[config.mk]
export PLATFORM = sky130hd
export DESIGN_NAME = imem_loader
export DESIGN_NICKNAME = d
export VERILOG_FILES = /design/src/rtl/imem_loader.sv
export SDC_FILE = /design/constraint.sdc
export NUM_CORES = 1
export LEC_CHECK = 0
export CAP_MARGIN = 20
export CELL_PAD_IN_SITES_DETAIL_PLACEMENT = 0
export CELL_PAD_IN_SITES_GLOBAL_PLACEMENT = 1
export CORE_MARGIN = 2
export CORE_UTILIZATION = 30
export CTS_BUF_LIST = sky130_fd_sc_hd__clkbuf_4
export DETAILED_ROUTE_END_ITERATION = 12
export GPL_TIMING_DRIVEN = 0
export PLACE_DENSITY = 0.7
export SLEW_MARGIN = 20
export SYNTH_ARGS = -nofsm -noshare
export SYNTH_HDL_FRONTEND = slang
export SYNTH_SLANG_ARGS = --single-unit
[constraint.sdc]
create_clock -name clk -period 2.4 [get_ports clk]
set_input_delay 0.24 -clock clk [delete_from_list [all_inputs] [get_ports clk]]
set_output_delay 0.24 -clock clk [all_outputs]
set_load 0.05 [all_outputs]
[src/rtl/imem_loader.sv]
// rtl/imem_loader.sv - byte-stream instruction memory loader with halt-word padding and CPU reset hold
//
// Purpose: receives a program image (header N, 4*N little-endian data bytes,
// XOR checksum byte), writes 32-bit words into the instruction RAM, fills the
// remaining addresses with HALT_WORD and releases the CPU only after a good load.
//
// Ports:
//   clk, rst_n     clock (rising edge), synchronous active-low reset
//   start          single-cycle load request (accepted in IDLE, DONE, ERR)
//   in_valid/ready byte-stream handshake, in_data carries the byte
//   mem_we/addr/wdata  instruction RAM write port
//   cpu_rst_n      active-low CPU reset, released only in DONE
//   done, err      load result flags
//   words_loaded   word count from the last accepted header
module imem_loader #(
  parameter int          ADDR_W    = 5,
  parameter int          DEPTH     = 2**ADDR_W,
  parameter logic [31:0] HALT_WORD = 32'hFFFF_FFFF
) (
  input  logic              clk,
  input  logic              rst_n,
  input  logic              start,
  input  logic              in_valid,
  input  logic [7:0]        in_data,
  output logic              in_ready,
  output logic              mem_we,
  output logic [ADDR_W-1:0] mem_addr,
  output logic [31:0]       mem_wdata,
  output logic              cpu_rst_n,
  output logic              done,
  output logic              err,
  output logic [ADDR_W:0]   words_loaded
);

  typedef enum logic [2:0] {
    S_IDLE, S_HDR, S_DATA, S_CHK, S_FILL, S_DONE, S_ERR
  } state_t;

  localparam logic [ADDR_W:0] DEPTH_W = (ADDR_W+1)'(DEPTH);
  localparam logic [ADDR_W:0] LAST_W  = (ADDR_W+1)'(DEPTH - 1);
  localparam logic [ADDR_W:0] ONE_W   = (ADDR_W+1)'(1);

  state_t              r_state;
  state_t              w_next;

  logic                r_in_ready;
  logic                r_mem_we;
  logic [ADDR_W-1:0]   r_mem_addr;
  logic [31:0]         r_mem_wdata;
  logic                r_cpu_rst_n;
  logic                r_done;
  logic                r_err;
  logic [ADDR_W:0]     r_words;

  // Word index is one bit wider than the address so N==DEPTH ends cleanly;
  // it also serves as the fill address once data words are written.
  logic [ADDR_W:0]     r_widx;
  logic [1:0]          r_bidx;
  logic [31:0]         r_asm;
  logic [7:0]          r_csum;

  logic                w_xfer;
  logic [31:0]         w_word;
  logic                w_hdr_bad;
  logic                w_word_end;
  logic                w_last_word;

  assign w_xfer      = in_valid & r_in_ready;
  // New byte enters at the top, so after four bytes the first is in [7:0].
  assign w_word      = {in_data, r_asm[31:8]};
  assign w_hdr_bad   = (in_data == 8'd0) || (32'(in_data) > 32'(DEPTH));
  assign w_word_end  = w_xfer && (r_bidx == 2'd3);
  assign w_last_word = (r_widx == (r_words - ONE_W));

  always_ff @(posedge clk) begin
    if (!rst_n) r_state <= S_IDLE;
    else        r_state <= w_next;
  end

  always_comb begin
    w_next = r_state;
    case (r_state)
      S_IDLE, S_DONE, S_ERR: if (start) w_next = S_HDR;
      S_HDR:  if (w_xfer) w_next = w_hdr_bad ? S_ERR : S_DATA;
      S_DATA: if (w_word_end && w_last_word) w_next = S_CHK;
      S_CHK: begin
        if (w_xfer) begin
          if (in_data != r_csum)     w_next = S_ERR;
          else if (r_words == DEPTH_W) w_next = S_DONE;  // nothing to pad
          else                       w_next = S_FILL;
        end
      end
      S_FILL: if (r_widx == LAST_W) w_next = S_DONE;
      default: w_next = S_IDLE;
    endcase
  end

  // Status outputs are registered from the next state so they line up with it.
  always_ff @(posedge clk) begin
    if (!rst_n) begin
      r_in_ready  <= 1'b0;
      r_mem_we    <= 1'b0;
      r_mem_addr  <= '0;
      r_mem_wdata <= '0;
      r_cpu_rst_n <= 1'b0;
      r_done      <= 1'b0;
      r_err       <= 1'b0;
      r_words     <= '0;
      r_widx      <= '0;
      r_bidx      <= '0;
      r_asm       <= '0;
      r_csum      <= '0;
    end else begin
      r_mem_we    <= 1'b0;
      r_in_ready  <= (w_next == S_HDR) || (w_next == S_DATA) || (w_next == S_CHK);
      r_done      <= (w_next == S_DONE);
      r_cpu_rst_n <= (w_next == S_DONE);
      r_err       <= (w_next == S_ERR);
      case (r_state)
        S_HDR: begin
          if (w_xfer && !w_hdr_bad) begin
            r_words <= in_data[ADDR_W:0];
            r_widx  <= '0;
            r_bidx  <= '0;
            r_csum  <= '0;
          end
        end
        S_DATA: begin
          if (w_xfer) begin
            r_asm  <= w_word;
            r_csum <= r_csum ^ in_data;
            r_bidx <= r_bidx + 2'd1;
            if (r_bidx == 2'd3) begin
              r_mem_we    <= 1'b1;
              r_mem_addr  <= r_widx[ADDR_W-1:0];
              r_mem_wdata <= w_word;
              r_widx      <= r_widx + ONE_W;
            end
          end
        end
        S_FILL: begin
          r_mem_we    <= 1'b1;
          r_mem_addr  <= r_widx[ADDR_W-1:0];
          r_mem_wdata <= HALT_WORD;
          r_widx      <= r_widx + ONE_W;
        end
        default: ;
      endcase
    end
  end

  assign in_ready     = r_in_ready;
  assign mem_we       = r_mem_we;
  assign mem_addr     = r_mem_addr;
  assign mem_wdata    = r_mem_wdata;
  assign cpu_rst_n    = r_cpu_rst_n;
  assign done         = r_done;
  assign err          = r_err;
  assign words_loaded = r_words;

endmodule

* Word-level counts from Yosys, hierarchy flattened *
Cells that the tools add are included.

storage, ports and cells
  bits in read-only memories = 0
  logic and storage cells = 83
  output and inout bits = 48
  memory bits (writable) = 0
  bits in latches = 0
  register bits = 98
  bits of input ports = 12
  memories = 0

operators by class
  multipliers = 0
  divide/modulo/power cells = 0
  multiplexer cells = 28
  shifts and indexed selects = 0
  bitwise logic cells = 2
  $add $sub $neg = 3
  equality and inequality tests = 19
  reductions and logical operators = 18
  $lt $le $gt $ge = 1

operators by type and width
  operator                                                                         count
  32-bit 2-to-1 mux                                                                2
  32-bit one-hot mux with 2 select lines                                           1
  3-bit 2-to-1 mux                                                                 6
  6-bit 2-to-1 mux                                                                 3
  6-bit one-hot mux with 3 select lines                                            1
  8-bit 2-to-1 mux                                                                 2
  8-bit one-hot mux with 2 select lines                                            1
  3-bit == test, second input constant                                             5
  3-bit one-hot mux with 5 select lines                                            1
  3-bit by 2-bit == test with 1-bit output, second input constant                  4
  5-bit 2-to-1 mux                                                                 2
  5-bit one-hot mux with 2 select lines                                            1
  8-bit by 6-bit greater-than comparator with 1-bit output, second input constant  1
  8-bit zero test                                                                  1
  8-bit inequality test                                                            1
  8-bit bitwise XOR                                                                1
  6-bit by 1-bit adder with 6-bit output, second input constant                    1
  3-bit by 1-bit == test with 1-bit output, second input constant                  2
  6-bit by 5-bit == test with 1-bit output, second input constant                  1
  6-bit == test                                                                    1
  6-bit == test, second input constant                                             1
  2-bit 2-to-1 mux                                                                 3
  2-bit inequality test, second input constant                                     3
  3-bit AND reduction                                                              2
  other kinds (16)                                                                 24

* Logic depth before layout (Yosys ltp) *
  depth after elaboration = 8
  depth in mapped cells = 7
  mapped depth without buffers = 7

* Worst setup path before layout *
No wires, ideal clock.

  path kind = register to register
  from = register r_words[0] (netlist: words_loaded[0])
  to = register r_done (netlist: done)
  setup slack = 0.239 ns
  arrival = 2.101 ns
  stages on the path, launching flop included = 6
  period minus slack after synthesis = 2.161 ns
  cells stage by stage = dfxtp_1 > or4_1 > or3_1 > a2111oi_2 > a211oi_1 > and4b_1

on the way
  word-level cells in the longest chain between the ends = 6
  elaborated cells between the ends (all ways) = 10
  classes of those cells = add/sub: 1; eq/ne: 3; mux: 5; reduce/logical: 1

ends and longest elaborated chain
  element                                                                       RTL line  text
  start: declaration                                                            53        logic [ADDR_W:0] r_words;
  start signal: assignment                                                      122       r_words <= in_data[ADDR_W:0];
  6-bit by 1-bit subtractor with 6-bit output or 6-bit == test (tied branches)  73, 89
  6-bit == test or 1-bit 2-to-1 mux (tied branches)                             73, 89
  1-bit logical AND or 2-bit 2-to-1 mux (tied branches)                         85, 88
  3-bit 2-to-1 mux (on tied branches)                                           85, 87
  3-bit one-hot mux with 5 select lines (*)                                     82        case (r_state)
  3-bit == test (*)                                                             116       r_done <= (w_next == S_DONE);
  end signal: assignment                                                        116
  end: declaration                                                              51        logic r_done;

Mark *: on every way between the ends. The rest lies on a longest branch, timed or not.
A chain may end at the register's enable or synchronous reset.

* Worst setup path after layout *
  from = register r_state[1]
  to = register r_asm[21]

on the way
  word-level cells in the longest chain between the ends = 2

ends and longest elaborated chain
  element                                   RTL line  text
  start: declaration                        43        state_t r_state;
  start signal: assignment                  77        else r_state <= w_next;
  3-bit by 2-bit == test with 1-bit output  119       case (r_state)
  2-bit AND reduction (no source line)      -
  end signal: assignment                    130       r_asm <= w_word;
  end: declaration                          59        logic [31:0] r_asm;

Every way passes these cells.

==> out/metrics.cfg <==
[place]
placed_cells=642
port_buffers=54
dp.final_hpwl_microns=7520
gp_congestion=0.807

[clock_network]
cts_root_buffer=clkbuf_4
cts_tree=yes
clk_latency_ns=0.45
cts_hold_buf=0
h-tree-depth=3
cts_buffers=9
cts.sinks=90
clk_pin_slew_ns=0.15
cts_buffer_depth=2

[detailed_routing]
firstDrtPassIters=5
wl_met3_microns=481
dr_wl_met2_microns=4830
routedLengthMet1_microns=4690
avgViaCountPerCell=4.90
vias=3230
drc=0
initialDrtViolationCount=260
topRoutingLayerUsed=met4
wl_per_cell_microns=15.4
totalWireLength_microns=10100
antenna_left=0

[sta]
finalSetupViolations=0
whs_ns=0.0360
period_needed_ns=2.21
finalCritPeriodShare_pct=92.0
fmax_ghz=0.453
slew_headroom_pct=55.7
worst_pin_slew_ns=0.664
skew_ns=0.0172
finalHoldViolCount=0
final_max_slew_viol_count=0
fin_setup_tns_ns=0
rsz0062_at_grt=no

[power_and_ir_drop]
power_density_mw_per_mm2=573
share_seq_of_total_power_pct=56.7
p_leak_nw=1.67
clkPwrFrac_pct=32.0
ir_drop_mv=0.205
combPwrFrac_pct=11.3
power.switching_uw=778
internal_power_mw=1.96
swShare_pct=28.5

[synthesis]
synth-xor-area-share_pct=3.18
synth_simple_gate_area_share_pct=15.5
synthMuxAreaShare_pct=6.23
ys_seq_elements=90
synthesis.area_sq_mm=0.00386
synth_top_area_share_pct=46.7
synth_cell_types=52
synth-async-reset-ratio_pct=0
netlist_top_cells_area=dfxtp_1, a21oi_1, mux2i_1, nand2_1, o221a_2
syn_inst=416
synth_compound_area_share_pct=22.8
synth.yosys.seq_area_share_pct=46.7
synth_top_area_cell=dfxtp_1
syn_avg_cell_area_sq_um=9.27
ys.flop_type=dfxtp_1
synth_fp_nets=431
synth_edf_count=0
synth_warnings=0
synthAdderAreaFrac_pct=1.23
synth_top_family_by_area=compound AO/OA/AOI/OAI gates

[critical_path]
crit_path_max_incr_delay_ns=0.40
path_cells=inv_1 -> or3_1 -> clkbuf_1 -> nor2_2 -> clkbuf_1 -> nand2_1 -> a21oi_1
ff2ff_path_depth=7
end_kind=flip-flop
r2r-end=r_asm[21]
crit_required_ns=2.80
crit_buf_inv=3
critical_path.top_delay_family=simple AND/OR/NAND/NOR gates
crit_path_frequent_cell=clkbuf_1
r2r_slack_ns=0.19
crit_slowest_cell=dfxtp_1
r2r-start=r_state[1]
critPathMaxFanout=10
crit_arrival_ns=2.61
crit_type=flip-flop to flip-flop
cp-start-kind=flip-flop

[floorplanning]
coreArea_sq_mm=0.0126
start_util_pct=30.7
dieHeight_microns=117
die_area_sq_mm=0.0138
die_w_microns=117
num_rows=41
io_pins=60

[worst_hold_path]
min_delay_worst_endpoint=r_asm[24]
worstHoldStart=in_data[0]
whs_path_depth=3
hold_class=input pin to flip-flop

[layout]
finish.utilization_pct=37.9
mostFrequentLayoutCells=dfxtp_1, nand2_1, a21oi_1, clkdlybuf4s50_1, mux2i_1
fin_nets=496
drive_gt1_share_pct=11.5
mostFrequentLayoutCell=dfxtp_1
area_growth_pct=23.6
final_cells=659

[global_route]
grt_overflow=0
grt_pass1_vias=3139
grt_pass1_wl_microns=16700
grt.total_usage_pct=15.2
grt_max_degree=17
grt_antenna_before_repair=1

[run]
cap_violations=0

[status]
status=completed

registers in the layout, summed over array words and instances (netlist names):
signal	cells
done	1
mem_wdata	32
r_bidx	2
r_state	3
r_csum	8
err	1
mem_we	1
r_widx	6
in_ready	1
r_asm	24
mem_addr	5
words_loaded	6
cell usage after synthesis (2+ instances only):
| cell | n |
|---|---|
| dfxtp_1 | 90 |
| nand2_1 | 57 |
| nor3_1 | 4 |
| mux2i_1 | 24 |
| buf_2 | 4 |
| a21o_1 | 2 |
| buf_6 | 2 |
| o21ai_1 | 4 |
| a32oi_1 | 2 |
| o21ai_0 | 7 |
| xnor2_1 | 11 |
| o211ai_1 | 2 |
| buf_4 | 2 |
| o21a_1 | 9 |
| clkbuf_1 | 23 |
| and4b_1 | 2 |
| and3_1 | 4 |
| ha_1 | 3 |
| nand3_1 | 3 |
| o31ai_1 | 2 |
| xor2_1 | 3 |
| a21oi_1 | 54 |
| nand4_1 | 7 |
| o221a_2 | 18 |
| inv_1 | 5 |
| a21boi_1 | 5 |
| nor2b_1 | 5 |
| a211oi_1 | 10 |
| nor2_1 | 21 |
| or3_1 | 7 |
| nand2b_1 | 3 |
power groups by stage:
stage	Sequential, mW	Clock (mW)	Combinational [mW]
floorplan	1.65	0	0.139
finish	1.55	0.874	0.310
global route	1.56	0.954	0.333
detailed placement	1.58	0	0.311
CTS	1.55	0.904	0.312
global placement	1.58	0	0.310
area by class of cell:
| type | instances | area (sq um) |
|---|---|---|
| Timing Repair Buffer | 54 | 541 |
| Sequential cell | 90 | 1800 |
| Inverter | 6 | 22.5 |
| Buffer | 32 | 150 |
| Clock buffer | 9 | 67.6 |
| Tap cell | 172 | 215 |
| Multi-Input combinational cell | 288 | 1890 |
| Fill cell | 1285 | 7800 |
| Antenna cell | 1 | 2.50 |
| Clock inverter | 7 | 72.6 |
through the flow:
step	area, sq um	power, mW	worst slack [ns]
2_1_floorplan	3860	1.78	0.239
3_3_place_gp	4610	1.89	-0.439
3_5_place_dp	4610	1.89	-0.369
4_1_cts	4760	2.77	0.0148
5_1_grt	4770	2.84	0.00404
6_report	4770	2.73	0.193
how the worst max path moves through the flow:
stage / startpoint / end / slack (ns) / cells after the start
floorplan: words_loaded[0] / done / 0.24 / 5
CTS: r_state[0] / mem_addr[0] / 0.01 / 5
detailed placement: in_data[3] / mem_addr[0] / -0.37 / 7
global route: r_state[1] / r_asm[22] / 0.004 / 7
finish: r_state[1] / r_asm[21] / 0.19 / 7
global placement: in_data[3] / mem_addr[0] / -0.44 / 7
worst register-to-register path, cell delays in order, from the launching register on:
cell      delay [ns]
dfxtp_1         0.40
inv_1           0.09
or3_1           0.36
clkbuf_1        0.27
nor2_2          0.37
clkbuf_1        0.38
nand2_1         0.15
a21oi_1         0.13
kinds of logic after synthesis:
family / after synthesis
flops: 90
fa+ha+maj: 4
xor+xnor: 14
compound gates: 123
mux: 24
buf+inv: 38
simple gates: 123
layer usage:
| layer | up-vias | GRT usage, % |
|---|---|---|
| li1 | 1634 | - |
| met1 | 1522 | 20.2 |
| met2 | 69 | 24.3 |
| met3 | 5 | 2.24 |
| met4 | 0 | 6.93 |
| met5 | - | 0 |
what timing repair did:
action	4_1_cts	5_1_grt
endpoints found under the setup margin	14	28
gates resized for setup	2	5
setup buffers	0	0
No activity file was read; power rests on OpenSTA's default activity.
